<file path="src/rtl/reg_wb_arbiter.sv">
// reg_wb_arbiter: arbitrates the ALU and load writebacks onto one register-file
// write port. Loads that lose to the ALU wait in a small FIFO. A starvation
// counter forces a one-cycle drain when the ALU keeps winning.
// Optional feature macro: WB_WAW_KILL_EN. When it is defined, an ALU write
// invalidates buffered loads that target the same register.
`ifndef XLEN
`define XLEN 32
`endif

module reg_wb_arbiter #(
  parameter int DEPTH        = 2,
  parameter int STARVE_LIMIT = 4
) (
  input  logic              clk,
  input  logic              rst_n,
  input  logic              alu_valid,
  input  logic [4:0]        alu_rd,
  input  logic [`XLEN-1:0]  alu_data,
  output logic              alu_stall,
  input  logic              ld_valid,
  input  logic [4:0]        ld_rd,
  input  logic [`XLEN-1:0]  ld_data,
  output logic              ld_ready,
  output logic              wr_en,
  output logic [4:0]        wr_addr,
  output logic [`XLEN-1:0]  wr_data,
  output logic [4:0]        bypass_rd,
  output logic [`XLEN-1:0]  bypass_res
);

  localparam int CW = $clog2(DEPTH + 1);
  localparam int PW = $clog2(DEPTH);
  localparam logic [CW-1:0] DEPTH_C  = CW'(DEPTH);
  localparam logic [PW-1:0] LAST_PTR = PW'(DEPTH - 1);
  localparam logic [3:0]    LIMIT_C  = 4'(STARVE_LIMIT);

  typedef enum logic [1:0] {IDLE, PEND, FORCE} state_t;

  state_t state_q, state_d;

  logic [4:0]       buf_rd   [DEPTH];
  logic [`XLEN-1:0] buf_data [DEPTH];
  logic [DEPTH-1:0] buf_vld;
  logic [DEPTH-1:0] kill_mask;
  logic [PW-1:0]    rd_ptr_q, wr_ptr_q;
  logic [CW-1:0]    count_q, count_d;
  logic [3:0]       starve_q, starve_d;

  logic             ld_acc, alu_nz, ld_nz;
  logic             grant_alu, grant_ld, push, pop;
  logic             wr_en_d;
  logic [4:0]       wr_addr_d;
  logic [`XLEN-1:0] wr_data_d;

  function automatic logic [PW-1:0] ptr_inc(input logic [PW-1:0] p);
    return (p == LAST_PTR) ? '0 : p + 1'b1;
  endfunction

  assign ld_ready   = (count_q < DEPTH_C);
  assign ld_acc     = ld_valid && ld_ready;
  assign alu_nz     = (alu_rd != 5'd0);
  assign ld_nz      = (ld_rd != 5'd0);
  assign bypass_rd  = wr_en ? wr_addr : 5'd0;
  assign bypass_res = wr_data;

  // Mark buffered loads overwritten by a granted ALU write to the same rd
  always_comb begin
    kill_mask = '0;
`ifdef WB_WAW_KILL_EN
    for (int unsigned i = 0; i < DEPTH; i++) begin
      kill_mask[PW'(i)] = grant_alu && alu_nz && buf_vld[PW'(i)] &&
                          (buf_rd[PW'(i)] == alu_rd);
    end
`endif
  end

  // Grant selection, write-port staging, starvation tracking and next state
  always_comb begin
    state_d   = state_q;
    starve_d  = starve_q;
    grant_alu = 1'b0;
    grant_ld  = 1'b0;
    push      = 1'b0;
    pop       = 1'b0;
    alu_stall = 1'b0;
    wr_en_d   = 1'b0;
    wr_addr_d = '0;
    wr_data_d = '0;

    unique case (state_q)
      IDLE: begin
        if (alu_valid) begin
          grant_alu = 1'b1;
          push      = ld_acc && ld_nz;
        end else begin
          grant_ld  = ld_acc;
        end
      end
      PEND: begin
        push = ld_acc && ld_nz;
        if (alu_valid) grant_alu = 1'b1;
        else           pop       = 1'b1;
      end
      FORCE: begin
        alu_stall = 1'b1;
        pop       = 1'b1;
        push      = ld_acc && ld_nz;
      end
      default: ;
    endcase

    if (grant_alu && alu_nz) begin
      wr_en_d   = 1'b1;
      wr_addr_d = alu_rd;
      wr_data_d = alu_data;
    end else if (grant_ld && ld_nz) begin
      wr_en_d   = 1'b1;
      wr_addr_d = ld_rd;
      wr_data_d = ld_data;
    end else if (pop && buf_vld[rd_ptr_q]) begin
      wr_en_d   = 1'b1;
      wr_addr_d = buf_rd[rd_ptr_q];
      wr_data_d = buf_data[rd_ptr_q];
    end

    count_d = count_q + CW'(push) - CW'(pop);

    // rd=0 ALU wins in PEND neither write nor advance the starvation count
    if (state_q == PEND && grant_alu) begin
      if (alu_nz) begin
        starve_d = starve_q + 4'd1;
        if (starve_d == LIMIT_C) state_d = FORCE;
      end
    end else begin
      starve_d = '0;
      state_d  = (count_d != '0) ? PEND : IDLE;
    end
  end

  // State, occupancy, pointers, entry-valid bits and the registered write port
  always_ff @(posedge clk or negedge rst_n) begin
    if (!rst_n) begin
      state_q  <= IDLE;
      count_q  <= '0;
      rd_ptr_q <= '0;
      wr_ptr_q <= '0;
      starve_q <= '0;
      buf_vld  <= '0;
      wr_en    <= 1'b0;
      wr_addr  <= '0;
      wr_data  <= '0;
    end else begin
      state_q  <= state_d;
      count_q  <= count_d;
      starve_q <= starve_d;
      buf_vld  <= buf_vld & ~kill_mask;
      if (push) begin
        buf_vld[wr_ptr_q] <= 1'b1;
        wr_ptr_q          <= ptr_inc(wr_ptr_q);
      end
      if (pop) rd_ptr_q <= ptr_inc(rd_ptr_q);
      wr_en   <= wr_en_d;
      wr_addr <= wr_addr_d;
      wr_data <= wr_data_d;
    end
  end

  // Buffer payload; occupancy and valid bits gate every read, so no reset
  always_ff @(posedge clk) begin
    if (push) begin
      buf_rd[wr_ptr_q]   <= ld_rd;
      buf_data[wr_ptr_q] <= ld_data;
    end
  end

endmodule

</file>
<file path="config.mk">
export PLATFORM = sky130hd
export DESIGN_NAME = reg_wb_arbiter
export DESIGN_NICKNAME = d
export VERILOG_FILES = /design/src/rtl/reg_wb_arbiter.sv
export SDC_FILE = /design/constraint.sdc
export NUM_CORES = 1
export LEC_CHECK = 0
export ABC_AREA = 1
export CORE_ASPECT_RATIO = 1.2
export CORE_MARGIN = 2
export CORE_UTILIZATION = 54
export CTS_CLUSTER_DIAMETER = 80
export DETAILED_ROUTE_END_ITERATION = 8
export PLACE_DENSITY = 0.87
export SLEW_MARGIN = 20
export SYNTH_ARGS = -nofsm -noshare
export SYNTH_HDL_FRONTEND = slang
export SYNTH_SLANG_ARGS = --single-unit
</file>
<file path="constraint.sdc">
create_clock -name clk -period 4.75 [get_ports clk]
set_input_delay 0.95 -clock clk [delete_from_list [all_inputs] [get_ports clk]]
set_output_delay 0.95 -clock clk [all_outputs]
set_load 0.05 [all_outputs]
</file>
==> qor.json, run 1 <==
{
  "status": {"value": "finished clean"},
  "post-synth-top-area-fraction": {"value": 35.6, "unit": "%"},
  "met1_track_demand_over_resource_in_global_routing": {"value": 29.3, "unit": "%"},
  "buffer_ports.inserted": {"value": 154},
  "number_of_buffers_created_by_cts": {"value": 17},
  "diodes": {"value": 0},
  "relSlewSlack": {"value": 29.0, "unit": "%"},
  "post-synth-top-count-cell": {"value": "sky130_fd_sc_hd__nand2_1"},
  "core_area": {"value": 11400, "unit": "sq um"},
  "synth_warnings": {"value": 0},
  "unique_masters_post_synth": {"value": 25},
  "critical_path_class": {"value": "in -> reg"},
  "dpl.hpwl": {"value": 9.34, "unit": "mm"},
  "post_synth_most_frequent_cells": {"value": "sky130_fd_sc_hd__nand2_1, sky130_fd_sc_hd__inv_1, sky130_fd_sc_hd__nand3_1, sky130_fd_sc_hd__edfxtp_1, sky130_fd_sc_hd__dfrtp_1"},
  "async_flop_share": {"value": 40.3, "unit": "%"},
  "final_period_util": {"value": 64.6, "unit": "%"},
  "cts.sink_count": {"value": 124},
  "syn_area": {"value": 6240, "unit": "sq um"},
  "die_area": {"value": 12400, "unit": "sq um"},
  "antenna_found_initial": {"value": 0},
  "cts.repair.resized": {"value": 0},
  "power.density": {"value": 654, "unit": "nW/um^2"},
  "synth.largest_area_cell": {"value": "sky130_fd_sc_hd__edfxtp_1"},
  "setup_viol_count_final": {"value": 0},
  "worst_clock_skew": {"value": 9.95, "unit": "ps"},
  "critPathArrivalTime": {"value": 3190, "unit": "ps"},
  "timing.critical_path.to_type": {"value": "register"},
  "p_total": {"value": 0.00534, "unit": "W"},
  "routed_wirelength": {"value": 14.8, "unit": "mm"},
  "grt_setup_unrepaired": {"value": "false"},
  "ys_seq_area_share": {"value": 55.7, "unit": "%"},
  "critical_path_required": {"value": 4870, "unit": "ps"},
  "ys_top_cells_by_area": {"value": "sky130_fd_sc_hd__edfxtp_1, sky130_fd_sc_hd__dfrtp_1, sky130_fd_sc_hd__nand2_1, sky130_fd_sc_hd__nand3_1, sky130_fd_sc_hd__inv_1"},
  "first_global_vias": {"value": 4820},
  "floorplan.initialDensity": {"value": 54.7, "unit": "%"},
  "fp.dieW": {"value": 102, "unit": "microns"},
  "timing.max_cap.violations": {"value": 0},
  "io-pin-count": {"value": 155},
  "grt_use_total": {"value": 24.6, "unit": "%"},
  "ant_nets": {"value": 0},
  "place.gp.congestion": {"value": 0.833},
  "grt_busiest_layer": {"value": "met2"},
  "synth-main-ff-cell": {"value": "sky130_fd_sc_hd__edfxtp_1"},
  "total_grt_overflow": {"value": 0},
  "final_non_filler_cell_total": {"value": 1022},
  "max_vdd_drop": {"value": 329, "unit": "uV"},
  "synth_cells": {"value": 737},
  "cts.hold.buffers_added": {"value": 0},
  "pin_count_of_the_biggest_net_entering_global_routing": {"value": 51},
  "detail_route.wl_per_cell": {"value": 14.5, "unit": "microns"},
  "dr_vias_cell": {"value": 5.04},
  "count_of_vias_placed_by_the_detailed_router": {"value": 5146},
  "critical_path_peak_fanout": {"value": 24},
  "drc": {"value": 0},
  "first_iter_violations": {"value": 377},
  "worst_setup_path_start_kind": {"value": "input pin"},
  "grt_util_met2": {"value": 42.4, "unit": "%"},
  "row_count": {"value": 43},
  "final.min_clock_period": {"value": 3070, "unit": "ps"},
  "post-place-cells": {"value": 990},
  "timing_hold_violations_final": {"value": 0},
  "fin_worst_hold_slack": {"value": 490, "unit": "ps"},
  "postCtsSetupBuffers": {"value": 0},
  "max_freq": {"value": 0.326, "unit": "GHz"},
  "met3_usage_in_global_routing": {"value": 7.00, "unit": "%"},
  "layout-drive-gt1-share": {"value": 8.32, "unit": "%"},
  "path_type_of_the_worst_min_delay_path": {"value": "reg -> reg"},
  "post_synth.cell_area_avg": {"value": 8.46, "unit": "sq um"},
  "die-height": {"value": 122, "unit": "microns"},
  "path_clk_slew": {"value": 50, "unit": "ps"},
  "timing.final.max_slew_violations": {"value": 0},
  "clock_insertion_delay_worst_skew": {"value": 420, "unit": "ps"},
  "cts-root-buf": {"value": "sky130_fd_sc_hd__clkbuf_16"},
  "finish.net_count": {"value": 938},
  "worst_pin_slew": {"value": 1060, "unit": "ps"},
  "synth.ff_latch_count": {"value": 124},
  "synth_edf_count": {"value": 74},
  "tns_setup": {"value": 0, "unit": "ps"},
  "cts_buffer_depth": {"value": 2},
  "cts_tree": {"value": "done"},
  "wire_length_of_the_first_global_routing_pass": {"value": 23.2, "unit": "mm"},
  "p_leak": {"value": 4.02, "unit": "nW"},
  "htree_levels": {"value": 4},
  "drt_first_pass_iters": {"value": 6},
  "synth_nets": {"value": 823},
  "syn_to_final_growth": {"value": 30.9, "unit": "%"}
}
per-stage QoR:
stage               utilization, %  instance area (sq um)  worst slack [ps]
floorplan                        -                   6240              1360
global placement              66.6                   7600              1330
detailed placement            66.6                   7600              1260
CTS                           71.6                   8160              1700
global route                  71.6                   8160              1570
finish                        71.6                   8160              1680
cell families after synthesis:
logic type                 share of synthesized area [%]
buffers and inverters                               13.3
adders and majority gates                           1.60
xor gates and xnor gates                           0.421
and+or+nand+nor                                     28.3
DFF                                                 55.7
AOI/OAI and AO/OA                                  0.682
area by class of cell:
cell class / count / area [sq um]
clock buffers: 26 / 531
clock inverters: 6 / 32.5
fillers: 812 / 3240
inverters: 101 / 379
multi-input cells: 447 / 1960
flip-flops and latches: 124 / 3470
well taps: 157 / 196
repair buffers: 161 / 1590
registers in the layout, summed over array words and instances (netlist names), 2 cells and up:
name / cells
starve_q: 4
buf_rd: 10
bypass_res: 32
buf_vld: 2
wr_addr: 5
state_q: 2
buf_data: 64
count_q: 2
critical path, cell delays in order:
cell and delay (ps):
sky130_fd_sc_hd__clkdlybuf4s50_1 540, sky130_fd_sc_hd__inv_1 110, sky130_fd_sc_hd__nand3_4 300, sky130_fd_sc_hd__nand2_1 90
sky130_fd_sc_hd__inv_1 70, sky130_fd_sc_hd__nand2_1 170, sky130_fd_sc_hd__nor2_4 640, sky130_fd_sc_hd__buf_4 320
path summary, 6_finish.rpt:
check	depth (start not counted)	endpoint	from	slack, ps
worst max register to register	12	state_q[0]	state_q[0]	2240
max in group asynchronous	2	bypass_res[20]	rst_n	3650
worst min register to register	2	buf_vld[0]	buf_vld[0]	490
worst min-delay path	2	buf_vld[0]	buf_vld[0]	490
worst max-delay path	8	buf_data[0][27]	ld_rd[4]	1680
min in group asynchronous	2	bypass_res[3]	rst_n	650
report_power, final:
part	internal, W	switching [W]
combinational	0.000763	0.00178
sequential	0.00143	0.000151
clock	0.000762	0.000449
total	0.00295	0.00238
routing by layer:
| metal | wire length (microns) | share of wire [%] | up-vias |
|---|---|---|---|
| met5 | 0 | 0 | - |
| met4 | 305 | 2.1 | 0 |
| met3 | 1160 | 7.8 | 24 |
| met2 | 7700 | 52 | 238 |
| met1 | 5670 | 38 | 2412 |
| li1 | - | - | 2472 |
placed cells by master (no fill, tap or decap), drive strengths merged:
cell,count
xnor2,1
clkinv,5
nand3,79
ha,8
xor2,2
o21bai,1
clkinvlp,1
nand4,3
inv,101
edfxtp,74
o21ai,5
dfrtp,50
a21oi,2
nor3,1
clkdlybuf4s50,153
clkbuf,26
buf,8
nor2,11
nand2,334
Power figures use the tool's default switching activity.
==> inputs of run 2 (changes only) <==
CORE_UTILIZATION = 50   (was 54)
PLACE_DENSITY = 0.81   (was 0.87)
clock period = 2.98 ns   (was 4.75 ns; I/O delays follow)
==> run 2 against run 1 <==
  * Global-route usage down 1.1 points
  * Worst hold slack worse by 340 ps
  * Combinational power up 62%
  * Highest routed layer unchanged
  * Critical endpoint is now alu_stall
==> qor.json, run 2 (synthesis gave the netlist of run 1 again) <==
{
  "status": {"value": "finished clean"},
  "syn_to_final_growth": {"value": 32.2, "unit": "%"},
  "pin_count_of_the_biggest_net_entering_global_routing": {"value": 39},
  "timing.max_cap.violations": {"value": 0},
  "fp.dieW": {"value": 106, "unit": "microns"},
  "critPathArrivalTime": {"value": 1890, "unit": "ps"},
  "die-height": {"value": 126, "unit": "microns"},
  "final_period_util": {"value": 83.3, "unit": "%"},
  "first_global_vias": {"value": 4937},
  "dp_worst_setup_slack": {"value": 383, "unit": "ps"},
  "p_sw": {"value": 0.00378, "unit": "W"},
  "timing.final.max_slew_violations": {"value": 0},
  "timing.final.ws_setup": {"value": 497, "unit": "ps"},
  "worst_clock_skew": {"value": 6.54, "unit": "ps"},
  "htree_levels": {"value": 4},
  "core_area": {"value": 12100, "unit": "sq um"},
  "antenna_found_initial": {"value": 0},
  "number_of_buffers_created_by_cts": {"value": 17},
  "drc": {"value": 0},
  "diodes": {"value": 0},
  "post_dp_cell_area": {"value": 7700, "unit": "sq um"},
  "reg2regPathDepth": {"value": 13},
  "clock_insertion_delay_worst_skew": {"value": 400, "unit": "ps"},
  "ant_nets": {"value": 0},
  "count_of_vias_placed_by_the_detailed_router": {"value": 5055},
  "finalInstanceArea": {"value": 8250, "unit": "sq um"},
  "first_iter_violations": {"value": 244},
  "row_count": {"value": 44},
  "cts.repair.resized": {"value": 0},
  "path_clk_slew": {"value": 50, "unit": "ps"},
  "register_name_with_the_most_flops": {"value": "buf_data"},
  "max_vdd_drop": {"value": 468, "unit": "uV"},
  "path_type_of_the_worst_min_delay_path": {"value": "in -> async"},
  "floorplan.initialDensity": {"value": 51.5, "unit": "%"},
  "buffer_ports.inserted": {"value": 154},
  "place.gp.congestion": {"value": 0.790},
  "dr_vias_cell": {"value": 4.88},
  "setup_viol_count_final": {"value": 0},
  "io-pin-count": {"value": 155},
  "layout-drive-gt1-share": {"value": 9.04, "unit": "%"},
  "critical_path_required": {"value": 2380, "unit": "ps"},
  "postCtsSetupBuffers": {"value": 0},
  "grt_setup_unrepaired": {"value": "false"},
  "switching_share": {"value": 44.2, "unit": "%"},
  "crit-reg2reg-launch": {"value": "state_q[0]"},
  "max_freq": {"value": 0.403, "unit": "GHz"},
  "p_leak": {"value": 4.06, "unit": "nW"},
  "reg2reg_to": {"value": "state_q[0]"},
  "final.min_clock_period": {"value": 2480, "unit": "ps"},
  "critical_path_class": {"value": "reg -> out"},
  "drt_first_pass_iters": {"value": 5},
  "worst_setup_path_start_kind": {"value": "register"},
  "timing_hold_violations_final": {"value": 0},
  "tns_setup": {"value": 0, "unit": "ps"},
  "post-place-cells": {"value": 1003},
  "relSlewSlack": {"value": 53.4, "unit": "%"},
  "dpl.hpwl": {"value": 9.69, "unit": "mm"},
  "total_grt_overflow": {"value": 0},
  "cts_buffer_depth": {"value": 2},
  "largest_register_ffs": {"value": 64},
  "timing.critical_path.to_type": {"value": "primary output"},
  "worst_pin_slew": {"value": 699, "unit": "ps"},
  "finish.net_count": {"value": 947},
  "internal_power": {"value": 0.00476, "unit": "W"},
  "power.density": {"value": 1040, "unit": "nW/um^2"},
  "cts.sink_count": {"value": 124},
  "cts_tree": {"value": "done"},
  "grt_use_total": {"value": 23.5, "unit": "%"},
  "layout_commonest_cell": {"value": "sky130_fd_sc_hd__nand2_1"},
  "final_non_filler_cell_total": {"value": 1035},
  "critical_path_peak_fanout": {"value": 4},
  "power.clock.fraction": {"value": 22.3, "unit": "%"},
  "share_seq_of_total_power": {"value": 29.5, "unit": "%"},
  "power.share.combinational": {"value": 48.3, "unit": "%"},
  "r2r_slack": {"value": 900, "unit": "ps"},
  "die_area": {"value": 13400, "unit": "sq um"},
  "layout_common_cells": {"value": "sky130_fd_sc_hd__nand2_1, sky130_fd_sc_hd__clkdlybuf4s50_1, sky130_fd_sc_hd__inv_1, sky130_fd_sc_hd__nand3_1, sky130_fd_sc_hd__edfxtp_1"},
  "routed_wirelength": {"value": 14.7, "unit": "mm"},
  "cts.hold.buffers_added": {"value": 0},
  "cts-root-buf": {"value": "sky130_fd_sc_hd__clkbuf_16"},
  "finalCoreUtilization": {"value": 68.1, "unit": "%"},
  "detail_route.wl_per_cell": {"value": 14.2, "unit": "microns"},
  "wire_length_of_the_first_global_routing_pass": {"value": 24.3, "unit": "mm"}
}
-- run 2: cell types whose count changed in the layout (fill, tap and decap cells not counted) --
cell	change
sky130_fd_sc_hd__buf_12	+2
sky130_fd_sc_hd__buf_4	+7
sky130_fd_sc_hd__bufinv_16	+1
sky130_fd_sc_hd__clkbuf_1	+1
sky130_fd_sc_hd__clkbuf_16	-1
sky130_fd_sc_hd__clkbuf_8	-2
sky130_fd_sc_hd__clkinv_2	+1
sky130_fd_sc_hd__inv_1	+1
sky130_fd_sc_hd__inv_2	-1
-- run 2: area by class of cell --
class	count	area (sq um)
fillers	938	3870
clock buffers	24	482
multi-input cells	447	1960
flip-flops and latches	124	3470
clock inverters	8	67.6
repair buffers	170	1680
well taps	161	201
inverters	101	379
-- run 2: worst max path at each step --
stage          slack (ps)        from             end
2_1_floorplan         540  state_q[0]  buf_data[0][0]
3_3_place_gp          490    ld_valid      state_q[0]
3_5_place_dp          380    ld_valid      state_q[0]
4_1_cts               470  state_q[0]       alu_stall
5_1_grt               420  state_q[0]       alu_stall
6_report              500  state_q[0]       alu_stall
-- run 2: metrics by stage --
stage               power, W  hold slack [ps]
floorplan            0.00557              300
finish               0.00854              152
global placement     0.00659              461
global route         0.00902              171
CTS                  0.00859              159
detailed placement   0.00668              469
-- run 2: power groups by stage --
stage / clock, W / combinational (W) / sequential (W)
after detailed placement: 0 / 0.00413 / 0.00255
after global routing: 0.00200 / 0.00446 / 0.00256
after floorplan: 0 / 0.00239 / 0.00318
final: 0.00190 / 0.00413 / 0.00252
after global placement: 0 / 0.00406 / 0.00253
after CTS: 0.00192 / 0.00415 / 0.00252
-- run 2: worst max-delay path: stages, from the launching register on --
cell	delay, ps
sky130_fd_sc_hd__dfrtp_1	410
sky130_fd_sc_hd__inv_1	100
sky130_fd_sc_hd__ha_1	170
sky130_fd_sc_hd__clkdlybuf4s50_1	800
-- run 2: routing by layer --
| layer | share of wire (%) | up-vias | GRT usage [%] | wire (microns) |
|---|---|---|---|---|
| li1 | - | 2499 | - | - |
| met1 | 40 | 2339 | 28.6 | 5860 |
| met2 | 53 | 197 | 41.3 | 7750 |
| met3 | 6.1 | 20 | 4.68 | 904 |
| met4 | 1.5 | 0 | 8.51 | 214 |
| met5 | 0 | - | 0 | 0 |
==> inputs of run 3 (changes only) <==
CORE_UTILIZATION = 45   (was 50)
PLACE_DENSITY = 0.77   (was 0.81)
clock period = 2.15 ns   (was 2.98 ns; I/O delays follow)
==> run 3 against run 2 <==
  * Register-to-register slack lost 740 ps
  * Clock-buffer cell count unchanged
  * Critical path type unchanged
  * Die area grew 11%
  * Largest power group unchanged
  * Clock skew is 1.4 ps higher
  * Sequential share of layout area shrank 1.3 points
  * Utilization is 5.7 points lower
  * Combinational power up 43%
  * Worst setup slack lost 380 ps
  * Highest routed layer unchanged
==> qor.json, run 3 (synthesis gave the netlist of run 1 again) <==
{
  "critPathArrivalTime": {"value": 1600, "unit": "ps"},
  "drc": {"value": 0},
  "met3_usage_in_global_routing": {"value": 6.32, "unit": "%"},
  "worstPathBufferInverterCount": {"value": 1},
  "layout_common_cells": {"value": "sky130_fd_sc_hd__nand2_1, sky130_fd_sc_hd__clkdlybuf4s50_1, sky130_fd_sc_hd__nand3_1, sky130_fd_sc_hd__inv_1, sky130_fd_sc_hd__edfxtp_1"},
  "worst_clock_skew": {"value": 7.94, "unit": "ps"},
  "grt_util_met2": {"value": 34.8, "unit": "%"},
  "dr_vias_cell": {"value": 4.75},
  "worstPathCellList": {"value": "clkdlybuf4s50_1"},
  "timing.final.max_slew_violations": {"value": 0},
  "cts_tree": {"value": "done"},
  "fp.dieW": {"value": 111, "unit": "microns"},
  "final_period_util": {"value": 94.5, "unit": "%"},
  "worst_pin_slew": {"value": 502, "unit": "ps"},
  "cp_top_family": {"value": "buffers and inverters"},
  "r2r_slack": {"value": 160, "unit": "ps"},
  "htree_levels": {"value": 4},
  "die-height": {"value": 133, "unit": "microns"},
  "timing.max_cap.violations": {"value": 0},
  "grt_busiest_layer": {"value": "met2"},
  "core_area": {"value": 13600, "unit": "sq um"},
  "routed_wirelength": {"value": 14.5, "unit": "mm"},
  "buffer_ports.inserted": {"value": 154},
  "crit_path_top_delay_cell": {"value": "sky130_fd_sc_hd__clkdlybuf4s50_1"},
  "cts-root-buf": {"value": "sky130_fd_sc_hd__clkbuf_16"},
  "nFillCells": {"value": 1181},
  "path_clk_slew": {"value": 50, "unit": "ps"},
  "critical_path_required": {"value": 1720, "unit": "ps"},
  "worst_setup_path_start_kind": {"value": "register"},
  "postCtsSetupBuffers": {"value": 0},
  "max_freq": {"value": 0.492, "unit": "GHz"},
  "clock_insertion_delay_worst_skew": {"value": 410, "unit": "ps"},
  "critical_path_class": {"value": "reg -> out"},
  "register_name_with_the_most_flops": {"value": "buf_data"},
  "place.gp.congestion": {"value": 0.811},
  "layout-drive-gt1-share": {"value": 11.4, "unit": "%"},
  "met1_track_demand_over_resource_in_global_routing": {"value": 24.2, "unit": "%"},
  "pin_count_of_the_biggest_net_entering_global_routing": {"value": 39},
  "power.clock.fraction": {"value": 22.0, "unit": "%"},
  "setup_viol_count_final": {"value": 0},
  "internal_power": {"value": 0.00674, "unit": "W"},
  "max_vdd_drop": {"value": 819, "unit": "uV"},
  "detail_route.wl_per_cell": {"value": 13.6, "unit": "microns"},
  "count_of_vias_placed_by_the_detailed_router": {"value": 5060},
  "cts_buffer_depth": {"value": 2},
  "die_area": {"value": 14800, "unit": "sq um"},
  "total_grt_overflow": {"value": 0},
  "number_of_buffers_created_by_cts": {"value": 17},
  "status": {"value": "finished clean"},
  "max_stage_delay": {"value": 820, "unit": "ps"},
  "ant_nets": {"value": 0},
  "cts.sink_count": {"value": 124},
  "timing_hold_violations_final": {"value": 0},
  "switching_share": {"value": 43.8, "unit": "%"},
  "timing.critical_path.to_type": {"value": "primary output"},
  "diodes": {"value": 0},
  "final.min_clock_period": {"value": 2030, "unit": "ps"},
  "dpl.hpwl": {"value": 9.80, "unit": "mm"},
  "power.share.combinational": {"value": 49.2, "unit": "%"},
  "wire_length_of_the_first_global_routing_pass": {"value": 23.5, "unit": "mm"},
  "p_sw": {"value": 0.00525, "unit": "W"},
  "finish.net_count": {"value": 967},
  "path_type_of_the_worst_min_delay_path": {"value": "in -> async"},
  "largest_register_ffs": {"value": 64},
  "io-pin-count": {"value": 155},
  "row_count": {"value": 47},
  "finalCoreUtilization": {"value": 62.3, "unit": "%"},
  "drt_first_pass_iters": {"value": 5},
  "floorplan.initialDensity": {"value": 45.7, "unit": "%"},
  "grt_setup_unrepaired": {"value": "true"},
  "syn_to_final_growth": {"value": 36.4, "unit": "%"},
  "first_iter_violations": {"value": 332},
  "power.density": {"value": 1410, "unit": "nW/um^2"},
  "share_seq_of_total_power": {"value": 28.8, "unit": "%"},
  "first_global_vias": {"value": 4841},
  "critical_path_peak_fanout": {"value": 2},
  "finalInstanceArea": {"value": 8510, "unit": "sq um"},
  "p_leak": {"value": 4.21, "unit": "nW"},
  "post_dp_cell_area": {"value": 7950, "unit": "sq um"},
  "antenna_found_initial": {"value": 0},
  "relSlewSlack": {"value": 66.5, "unit": "%"},
  "grt_use_total": {"value": 20.4, "unit": "%"},
  "layout_commonest_cell": {"value": "sky130_fd_sc_hd__nand2_1"}
}
[run 3: cell types whose count changed in the layout (fill, tap and decap cells not counted), sizes merged]
| cell | change |
|---|---|
| dlygate4sd2 | +5 |
| buf | +21 |
| dlymetal6s2s | +1 |
| clkdlybuf4s50 | -8 |
| dlygate4sd3 | +1 |
[run 3: power by group through the flow]
stage	Clock (W)	Combinational [W]	Sequential [W]
after floorplan	0	0.00332	0.00440
after global placement	0	0.00586	0.00347
after detailed placement	0	0.00593	0.00350
after CTS	0.00266	0.00593	0.00346
after global routing	0.00279	0.00632	0.00353
final	0.00264	0.00590	0.00345
[run 3: what timing repair did]
action	in CTS	in global routing
hold endpoints to repair	14	0
setup endpoints to repair	5	2
hold buffers	1	0
pin swaps	0	0
resized for setup	5	3
[run 3: cell type report]
class / count / area (sq um) / share of cell area [%]
clock buffers: 24 / 482 / 5.66
clock inverters: 8 / 66.3 / 0.780
inverters: 101 / 379 / 4.46
multi-input cells: 447 / 1970 / 23.1
flip-flops and latches: 124 / 3470 / 40.8
well taps: 171 / 214 / 2.52
repair buffers: 190 / 1930 / 22.6
[run 3: per-stage QoR]
stage	power (W)	std cells	hold slack [ps]	TNS (ps)	setup slack (ps)
2_1_floorplan	0.00772	737	134	0	34.0
3_3_place_gp	0.00934	1032	371	-152	-152
3_5_place_dp	0.00942	1032	375	-194	-194
4_1_cts	0.0120	1065	477	0	36.8
5_1_grt	0.0126	1065	493	-6.95	-6.95
6_report	0.0120	1065	474	0	119
[run 3: per-layer routing]
metal | vias to the layer above | wire (microns)
met3 | 19 | 880
met2 | 169 | 7510
li1 | 2538 | -
met1 | 2334 | 5820
met4 | 0 | 263
met5 | - | 0
[run 3: path summary, 6_finish.rpt]
kind | from | end | cells past startpoint
min reg2reg | buf_vld[0] | buf_vld[0] | 2
min in group clk | buf_vld[0] | buf_vld[0] | 2
max in group asynchronous | rst_n | starve_q[2] | 3
max reg2reg | state_q[0] | state_q[0] | 13
max | wr_addr[4] | wr_addr[4] | 1
min | rst_n | bypass_res[3] | 2
